### src/rtl/pwm_multi_if.sv
// pwm_multi_if
//   Groups the run-control, configuration and PWM output signals of
//   pwm_multi into one bundle. The config source or control FSM uses the
//   master view. The PWM block uses the slave view.
//
//   Signals:
//     en          run enable (master -> slave)
//     cfg_we      config write strobe, one cycle per write (master -> slave)
//     cfg_sel     0 selects TOP, k selects the duty of channel k-1
//     cfg_data    write data, WIDTH bits
//     y           registered PWM outputs, N_CH bits (slave -> master)
//     cycle_start one-cycle pulse at the start of each period
//     upd_pending a shadow register holds a value not yet committed
interface pwm_multi_if #(
  parameter int unsigned N_CH  = 4,
  parameter int unsigned WIDTH = 8
);
  localparam int unsigned SEL_W = $clog2(N_CH + 1);

  logic              en;
  logic              cfg_we;
  logic [SEL_W-1:0]  cfg_sel;
  logic [WIDTH-1:0]  cfg_data;
  logic [N_CH-1:0]   y;
  logic              cycle_start;
  logic              upd_pending;

  modport master (
    output en, cfg_we, cfg_sel, cfg_data,
    input  y, cycle_start, upd_pending
  );

  modport slave (
    input  en, cfg_we, cfg_sel, cfg_data,
    output y, cycle_start, upd_pending
  );
endinterface

### src/rtl/pwm_multi.sv
// pwm_multi
//   N-channel PWM generator. All channels share one free-running period
//   counter. The period (TOP) and the per-channel duty values are written
//   into shadow registers. They are copied into the active registers at the
//   period boundary, or on any cycle with en low. Every channel switches in
//   the same cycle, so a single period never mixes old and new settings.
//
//   Ports:
//     clk   system clock, rising edge
//     rst   synchronous, active-high reset
//     bus   pwm_multi_if.slave (en, cfg_we/cfg_sel/cfg_data in;
//           y, cycle_start, upd_pending out, all registered)
//
//   Build option:
//     PWM_CENTER_EN  when defined, the counter runs up/down
//                    (0,1..TOP,TOP-1..1,0...). Pulses are then centred on
//                    cnt==0, and commits happen at cnt==0 on the down-count.
//                    When undefined, the counter is an edge-aligned
//                    up-counter with a period of TOP+1 clocks.
module pwm_multi #(
  parameter int unsigned N_CH    = 4,
  parameter int unsigned WIDTH   = 8,
  parameter int unsigned DEF_TOP = 9
) (
  input logic        clk,
  input logic        rst,
  pwm_multi_if.slave bus
);
  localparam int unsigned     SEL_W   = $clog2(N_CH + 1);
  localparam logic [SEL_W-1:0] MAX_SEL = SEL_W'(N_CH);
  localparam logic [WIDTH-1:0] TOP_RST = WIDTH'(DEF_TOP);
  localparam logic [WIDTH-1:0] ONE     = WIDTH'(1);

  logic [WIDTH-1:0]            cnt_q, cnt_d;
  logic [WIDTH-1:0]            top_act_q, top_act_d;
  logic [WIDTH-1:0]            top_sh_q, top_sh_d;
  logic [N_CH-1:0][WIDTH-1:0]  duty_act_q, duty_act_d;
  logic [N_CH-1:0][WIDTH-1:0]  duty_sh_q, duty_sh_d;
  logic [N_CH-1:0]             y_q, y_d;
  logic                        cycle_start_q, cycle_start_d;
  logic                        upd_pending_q, upd_pending_d;
  logic                        commit;
  logic                        wr_valid;

`ifdef PWM_CENTER_EN
  typedef enum logic {DIR_UP, DIR_DOWN} dir_e;
  dir_e dir_q, dir_d;
`endif

  // Period counter and commit trigger. A disabled block parks the counter
  // at 0 and commits every cycle, so a restart always begins a full period
  // with the latest settings. The centre-aligned counter rests "down" at 0.
  // Reaching 0 on the way down is therefore both the commit point and the
  // turn-around point. The restart value comes from the TOP being committed,
  // so a new TOP of 0 keeps the counter at 0.
  always_comb begin
    cnt_d  = cnt_q;
    commit = 1'b0;
`ifdef PWM_CENTER_EN
    dir_d  = dir_q;
`endif
    if (!bus.en) begin
      cnt_d  = '0;
      commit = 1'b1;
`ifdef PWM_CENTER_EN
      dir_d  = DIR_DOWN;
`endif
    end else begin
`ifdef PWM_CENTER_EN
      if (dir_q == DIR_UP) begin
        if (cnt_q == top_act_q) begin
          cnt_d = (top_act_q == '0) ? '0 : cnt_q - ONE;
          dir_d = DIR_DOWN;
        end else begin
          cnt_d = cnt_q + ONE;
        end
      end else begin
        if (cnt_q == '0) begin
          commit = 1'b1;
          if (top_sh_q != '0) begin
            cnt_d = ONE;
            dir_d = DIR_UP;
          end
        end else begin
          cnt_d = cnt_q - ONE;
        end
      end
`else
      if (cnt_q == top_act_q) begin
        cnt_d  = '0;
        commit = 1'b1;
      end else begin
        cnt_d  = cnt_q + ONE;
      end
`endif
    end
  end

  // Shadow writes and the active-register commit. A commit copies the
  // pre-write shadow contents. A write in the same cycle therefore waits
  // in the shadow for the next boundary and keeps upd_pending set.
  // Selects beyond the last channel are dropped and change no state.
  always_comb begin
    wr_valid  = bus.cfg_we && (bus.cfg_sel <= MAX_SEL);
    top_sh_d  = top_sh_q;
    duty_sh_d = duty_sh_q;
    if (wr_valid) begin
      if (bus.cfg_sel == '0) begin
        top_sh_d = bus.cfg_data;
      end
      for (int i = 0; i < int'(N_CH); i++) begin
        if (bus.cfg_sel == SEL_W'(i + 1)) begin
          duty_sh_d[i] = bus.cfg_data;
        end
      end
    end
    top_act_d  = commit ? top_sh_q  : top_act_q;
    duty_act_d = commit ? duty_sh_q : duty_act_q;
    if (wr_valid) begin
      upd_pending_d = 1'b1;
    end else if (commit) begin
      upd_pending_d = 1'b0;
    end else begin
      upd_pending_d = upd_pending_q;
    end
  end

  // Output compare. The outputs follow the counter by one clock.
  // A duty above TOP never fails the compare, so the channel stays high.
  always_comb begin
    y_d = '0;
    for (int i = 0; i < int'(N_CH); i++) begin
      y_d[i] = bus.en && (cnt_q < duty_act_q[i]);
    end
    cycle_start_d = bus.en && (cnt_q == '0);
  end

  // State registers. Reset restores the default period and zero duty on
  // the next edge, so no partial pulse survives.
  always_ff @(posedge clk) begin
    if (rst) begin
      cnt_q         <= '0;
      top_act_q     <= TOP_RST;
      top_sh_q      <= TOP_RST;
      duty_act_q    <= '0;
      duty_sh_q     <= '0;
      y_q           <= '0;
      cycle_start_q <= 1'b0;
      upd_pending_q <= 1'b0;
`ifdef PWM_CENTER_EN
      dir_q         <= DIR_DOWN;
`endif
    end else begin
      cnt_q         <= cnt_d;
      top_act_q     <= top_act_d;
      top_sh_q      <= top_sh_d;
      duty_act_q    <= duty_act_d;
      duty_sh_q     <= duty_sh_d;
      y_q           <= y_d;
      cycle_start_q <= cycle_start_d;
      upd_pending_q <= upd_pending_d;
`ifdef PWM_CENTER_EN
      dir_q         <= dir_d;
`endif
    end
  end

  assign bus.y           = y_q;
  assign bus.cycle_start = cycle_start_q;
  assign bus.upd_pending = upd_pending_q;

endmodule

### src/flat_wrapper.sv
// flat-port wrapper written by rule: the top's interface ports become plain ports
module pwm_multi_flat 
#(
  parameter int unsigned N_CH    = 4,
  parameter int unsigned WIDTH   = 8,
  parameter int unsigned DEF_TOP = 9
)
  (clk, rst, bus_en, bus_cfg_we, bus_cfg_sel, bus_cfg_data, bus_y, bus_cycle_start, bus_upd_pending);
  pwm_multi_if #(.N_CH(N_CH), .WIDTH(WIDTH)) bus_i ();
  input logic clk;
  input logic rst;
  input wire logic [$bits(bus_i.en)-1:0] bus_en;
  input wire logic [$bits(bus_i.cfg_we)-1:0] bus_cfg_we;
  input wire logic [$bits(bus_i.cfg_sel)-1:0] bus_cfg_sel;
  input wire logic [$bits(bus_i.cfg_data)-1:0] bus_cfg_data;
  output wire logic [$bits(bus_i.y)-1:0] bus_y;
  output wire logic [$bits(bus_i.cycle_start)-1:0] bus_cycle_start;
  output wire logic [$bits(bus_i.upd_pending)-1:0] bus_upd_pending;
  assign bus_i.en = bus_en;
  assign bus_i.cfg_we = bus_cfg_we;
  assign bus_i.cfg_sel = bus_cfg_sel;
  assign bus_i.cfg_data = bus_cfg_data;
  assign bus_y = bus_i.y;
  assign bus_cycle_start = bus_i.cycle_start;
  assign bus_upd_pending = bus_i.upd_pending;
  pwm_multi #(.N_CH(N_CH), .WIDTH(WIDTH), .DEF_TOP(DEF_TOP)) u_core (.clk(clk), .rst(rst), .bus(bus_i));
endmodule
### config.mk
export PLATFORM = sky130hd
export DESIGN_NAME = pwm_multi_flat
export DESIGN_NICKNAME = d
export VERILOG_FILES = /design/src/rtl/pwm_multi_if.sv /design/src/rtl/pwm_multi.sv /design/src/flat_wrapper.sv
export SDC_FILE = /design/constraint.sdc
export NUM_CORES = 1
export LEC_CHECK = 0
export CAP_MARGIN = 10
export CORE_UTILIZATION = 63
export CTS_BUF_LIST = sky130_fd_sc_hd__clkbuf_8
export CTS_CLUSTER_DIAMETER = 200
export CTS_CLUSTER_SIZE = 30
export DETAILED_ROUTE_END_ITERATION = 10
export HOLD_SLACK_MARGIN = 0.08
export PLACE_DENSITY = 0.85
export SYNTH_ARGS = -nofsm -noshare
export SYNTH_HDL_FRONTEND = slang
export SYNTH_SLANG_ARGS = --single-unit
### constraint.sdc
create_clock -name clk -period 2.18 [get_ports clk]
set_clock_uncertainty 0.2 [all_clocks]
set_input_delay 0.654 -clock clk [delete_from_list [all_inputs] [get_ports clk]]
set_output_delay 0.654 -clock clk [all_outputs]
set_load 0.005 [all_outputs]
# Yosys cells after proc, flatten, opt, wreduce, memory -nomap -nowiden
# Cells that the tools add are included.
[classes] add_sub_neg=1 n_lt_le_gt_ge=5 n_eq_ne=5 n_mux=4 bitwise_logic=1 reduce_logical=15
[ops] cell="less-than comparator 8 bit" count=4
[ops] cell="AND reduction 2 bit" count=5
[ops] cell="adder 8 x 1 -> 8 bit, second input constant" count=1
[ops] cell="equality test 8 bit" count=1
[ops] cell="logical NOT 8 bit" count=1
[ops] cell="equality test 3 x 2 -> 1 bit, second input constant" count=2
[ops] cell="logical AND 1 bit" count=6
[ops] cell="2-to-1 mux 1 bit" count=4
[ops] cell="equality test 3 x 1 -> 1 bit, second input constant" count=1
[ops] cell="equality test 3 bit, second input constant" count=1
[ops] cell="<= comparator 3 bit, second input constant" count=1
[ops] cell="logical NOT 3 bit" count=1
[ops] cell="OR reduction 3 bit" count=1
[ops] cell="nonzero test 2 bit" count=1
[ops] cell="inverter 1 bit" count=1
[totals] reg_bits=94 elab_cells=45

# Depth between registers and ports, before layout
[logic_depth] depth_word=5 depth_mapped=6

# Worst setup path before layout
# OpenSTA, ideal clock, no wires.
[synth_timing] path_kind="input port to flip-flop" from="input bus_cfg_we" to="register u_core.duty_sh_q[10] (netlist bit)" arrival_ps=1514 required_ps=1910 setup_slack_ps=396 path_stages=6 path_cell_list="nor2b_1 clkbuf_1 and3b_1 clkbuf_1 nand2_1 a21oi_1"
[synth_via] elab_chain_len=2
[synth_lines] element="from (decl)" line_no="flat_wrapper.sv:13" source="input wire logic [$bits(bus_i.cfg_we)-1:0] bus_cfg_we;"
[synth_lines] element="logical AND 1 bit" line_no="pwm_multi.sv:104" source="wr_valid = bus.cfg_we && (bus.cfg_sel <= MAX_SEL);"
[synth_lines] element="AND reduction 2 bit (no source line)"
[synth_lines] element="to (signal assigned)" line_no="pwm_multi.sv:158" source="duty_sh_q <= duty_sh_d;"
[synth_lines] element="to (decl)" line_no="pwm_multi.sv:38" source="logic [N_CH-1:0][WIDTH-1:0] duty_sh_q, duty_sh_d;"
# Every way passes these cells.
# A chain may end at the register's enable or synchronous reset.

# Worst setup path in the final report
[layout_timing] from="register u_core.upd_pending_q (netlist: u_core.bus.upd_pending)" to="output bus_upd_pending"
[layout_lines] element="from (decl)" line_no="pwm_multi.sv:41" source="logic upd_pending_q, upd_pending_d;"
[layout_lines] element="from (signal assigned)" line_no="pwm_multi.sv:161" source="upd_pending_q <= upd_pending_d;"
[layout_lines] element="to (decl)" line_no="flat_wrapper.sv:18" source="output wire logic [$bits(bus_i.upd_pending)-1:0] bus_upd_pending;"
# No word-level cell between the ends.

==> metrics <==
Detail Placement HPWL 6790 µm; cts hold-fix bufs 0; Synth area leader dfxtp_1; CTS Buf Count 9; met2 WL post-DR 4450 µm; top sig layer met4; Total GRT Usage 0.272; Reg clk slew, reported paths 0.09 ns; Crit Path Class reg2out; cells after synthesis 509; Die H 88.4 µm; Slowest cell on crit path clkdlybuf4s50_1; Root Buffer Master clkbuf_8; outcome finished, final reports clean; fin area 5260 µm²; Power Internal 0.00243 W; layout cell share with drive strength beyond 1 0.203; FILL cells 538; die width 88.4 µm; worst-path cell chain clkdlybuf4s50_1; Die ar. 7810 µm²; CTS Buffer Depth 2; Synth Flop Type dfxtp_1; Worst setup EP type output port; Final setup viols 0; Fmax 491 MHz; register bit total from synthesis 94; Multi-input gate area 2570 µm²; Port Buffers 20; Final ANT Viol Nets 0; syn_area_per_cell 9.24 µm²; unrepaired setup endpoints after global routing no; H-tree depth 3; crit share post-route 0.935; P_leak 2.05 nW; worst hold path class reg2reg; Worst Reg2Reg Path Length in Cells 6; Sequential Power Share 0.546; delay-heaviest family, CP buffers and inverters; GP Congestion 0.825; WL final 9580 µm; Max IR drop VDD 0.399 mV; CP max FO 2; area post-placement 5050 µm²; WP depth 1; mapped cell area 4700 µm²; Worst setup SP type flop; routed via count 3429; Std-Cell Rows 31; combinational share of power 0.078; Unique masters post-synth 32; # DRC 0; FF+latch area 1880 µm²; Final Max Slew Viols 0; Antenna diodes 0; P_sw 0.000791 W; routed vias/inst 5.38; nets 578; Slew headroom 0.508; pre-CTS WS -0.0467 ns; starting DRC count in detailed routing 198; CP Data Required Time 1.33 ns; clock sinks 94; Starting Density 0.652; Area Overhead vs Synth 11.9%; worst path bufs/invs 1; Clk network pwr share 0.376; Mapped Nets 554; sequential element share of the synthesized area 0.400; pwr/cell area 613 nW/µm²; Fin. Hold Viols 0; synth cell count leaders 94 x dfxtp_1, 84 x nand2_1, 73 x or2b_2, 40 x mux2i_1, 38 x a21oi_1; CP peak stage delay 0.49 ns; share of the synthesized area in the top cell type 0.400; worst skew pair latency 0.36 ns; cell with the most instances after synthesis dfxtp_1; met1 wire length 4480 µm; worst slew pin tran 0.731 ns; core area 7210 µm²; CTS resizes 0; final worst path period need 2.04 ns; CTS tree built; Sw Ratio 0.245; top post-synthesis cells by area dfxtp_1 40%, or2b_2 14%, mux2i_1 8.5%; total power 0.00322 W; final worst slack 0.143 ns; initial antenna violation count 0; number of global-route vias before repair 3354; crit path DAT 1.18 ns; DRT Pass-1 Iters 4; Final TNS setup 0 ns; final core utilization 0.729; worst hold stages 2; Post-synth EDFFs 0; first-pass GRT wire length 15900 µm; largest net degree at the start of global routing 86; Post-CTS Setup Bufs 0; # IOs 21; GR Overflow Total 0; Warnings, synthesis 0; Max Cap Viol 0; WL/cell 15.0 µm; met3 WL post-DR 423 µm; ys async rst share 0
-- stage by stage --
step | hold slack (ns) | instances
finish | 0.254 | 637
detailed placement | 0.243 | 621
global route | 0.276 | 637
global placement | 0.238 | 621
CTS | 0.256 | 637
floorplan | 0.231 | 509
-- routing by layer --
metal  GRT usage  vias to the layer above
li1            -                     1726
met1       0.365                     1611
met2       0.435                       75
met3      0.0485                       17
met4       0.111                        0
met5           0                        -
-- path summary, 6_finish.rpt --
kind,from,to,slack (ns)
hold reg to reg,u_core.duty_sh_q[0],u_core.duty_sh_q[0],0.25
setup reg to reg,u_core.cnt_q[5],u_core.duty_act_q[31],0.16
setup / recovery,u_core.bus.upd_pending,bus_upd_pending,0.14
hold / removal,u_core.duty_sh_q[0],u_core.duty_sh_q[0],0.25
-- registers in the layout, indices dropped and copies added (netlist names) --
signal                  flops
u_core.bus.cycle_start      1
u_core.bus.upd_pending      1
u_core.bus.y                4
u_core.cnt_q                8
u_core.duty_act_q          32
u_core.duty_sh_q           32
u_core.top_act_q            8
u_core.top_sh_q             8
-- cell usage in the layout, fill, tap and decap left out, drive strengths merged, types with 10 or more instances in the layout --
master and count:
or2b 76, clkdlybuf4s50 19, inv 34, a21o 13, dfxtp 94, mux2i 40, nand2 84, buf 18
nor2 14, a21oi 38, xor2 12, clkbuf 10, ha 30
-- tightest hold or removal path: cells and delay by family, from the launching register on --
kind	cells	cell delay, ns
flops	1	0.31
simple gates	1	0.05
compound gates	1	0.05
-- cell families after synthesis --
group / share of synthesized area
AND/OR/NAND/NOR: 0.264
flip-flops: 0.400
AO/OA/AOI/OAI: 0.0894
buffers and inverters: 0.0551
multiplexers: 0.0852
adder cells (fa/ha/maj): 0.0799
XOR/XNOR: 0.0261
-- power by group through the flow --
stage / logic, W / registers (W) / clock network [W]
detailed placement: 0.000248 / 0.00180 / 0
global route: 0.000276 / 0.00177 / 0.00130
finish: 0.000252 / 0.00176 / 0.00121
global placement: 0.000243 / 0.00180 / 0
CTS: 0.000251 / 0.00176 / 0.00122
floorplan: 0.000153 / 0.00180 / 0
-- layout make-up --
type,instances,share of cell area
multi-input combinational,359,0.488
sequential,94,0.358
timing repair buffer,37,0.0685
clock buffer,10,0.0262
tap,99,0.0235
inverter,32,0.0228
clock inverter,6,0.0131
Power figures use the tool's default switching activity.
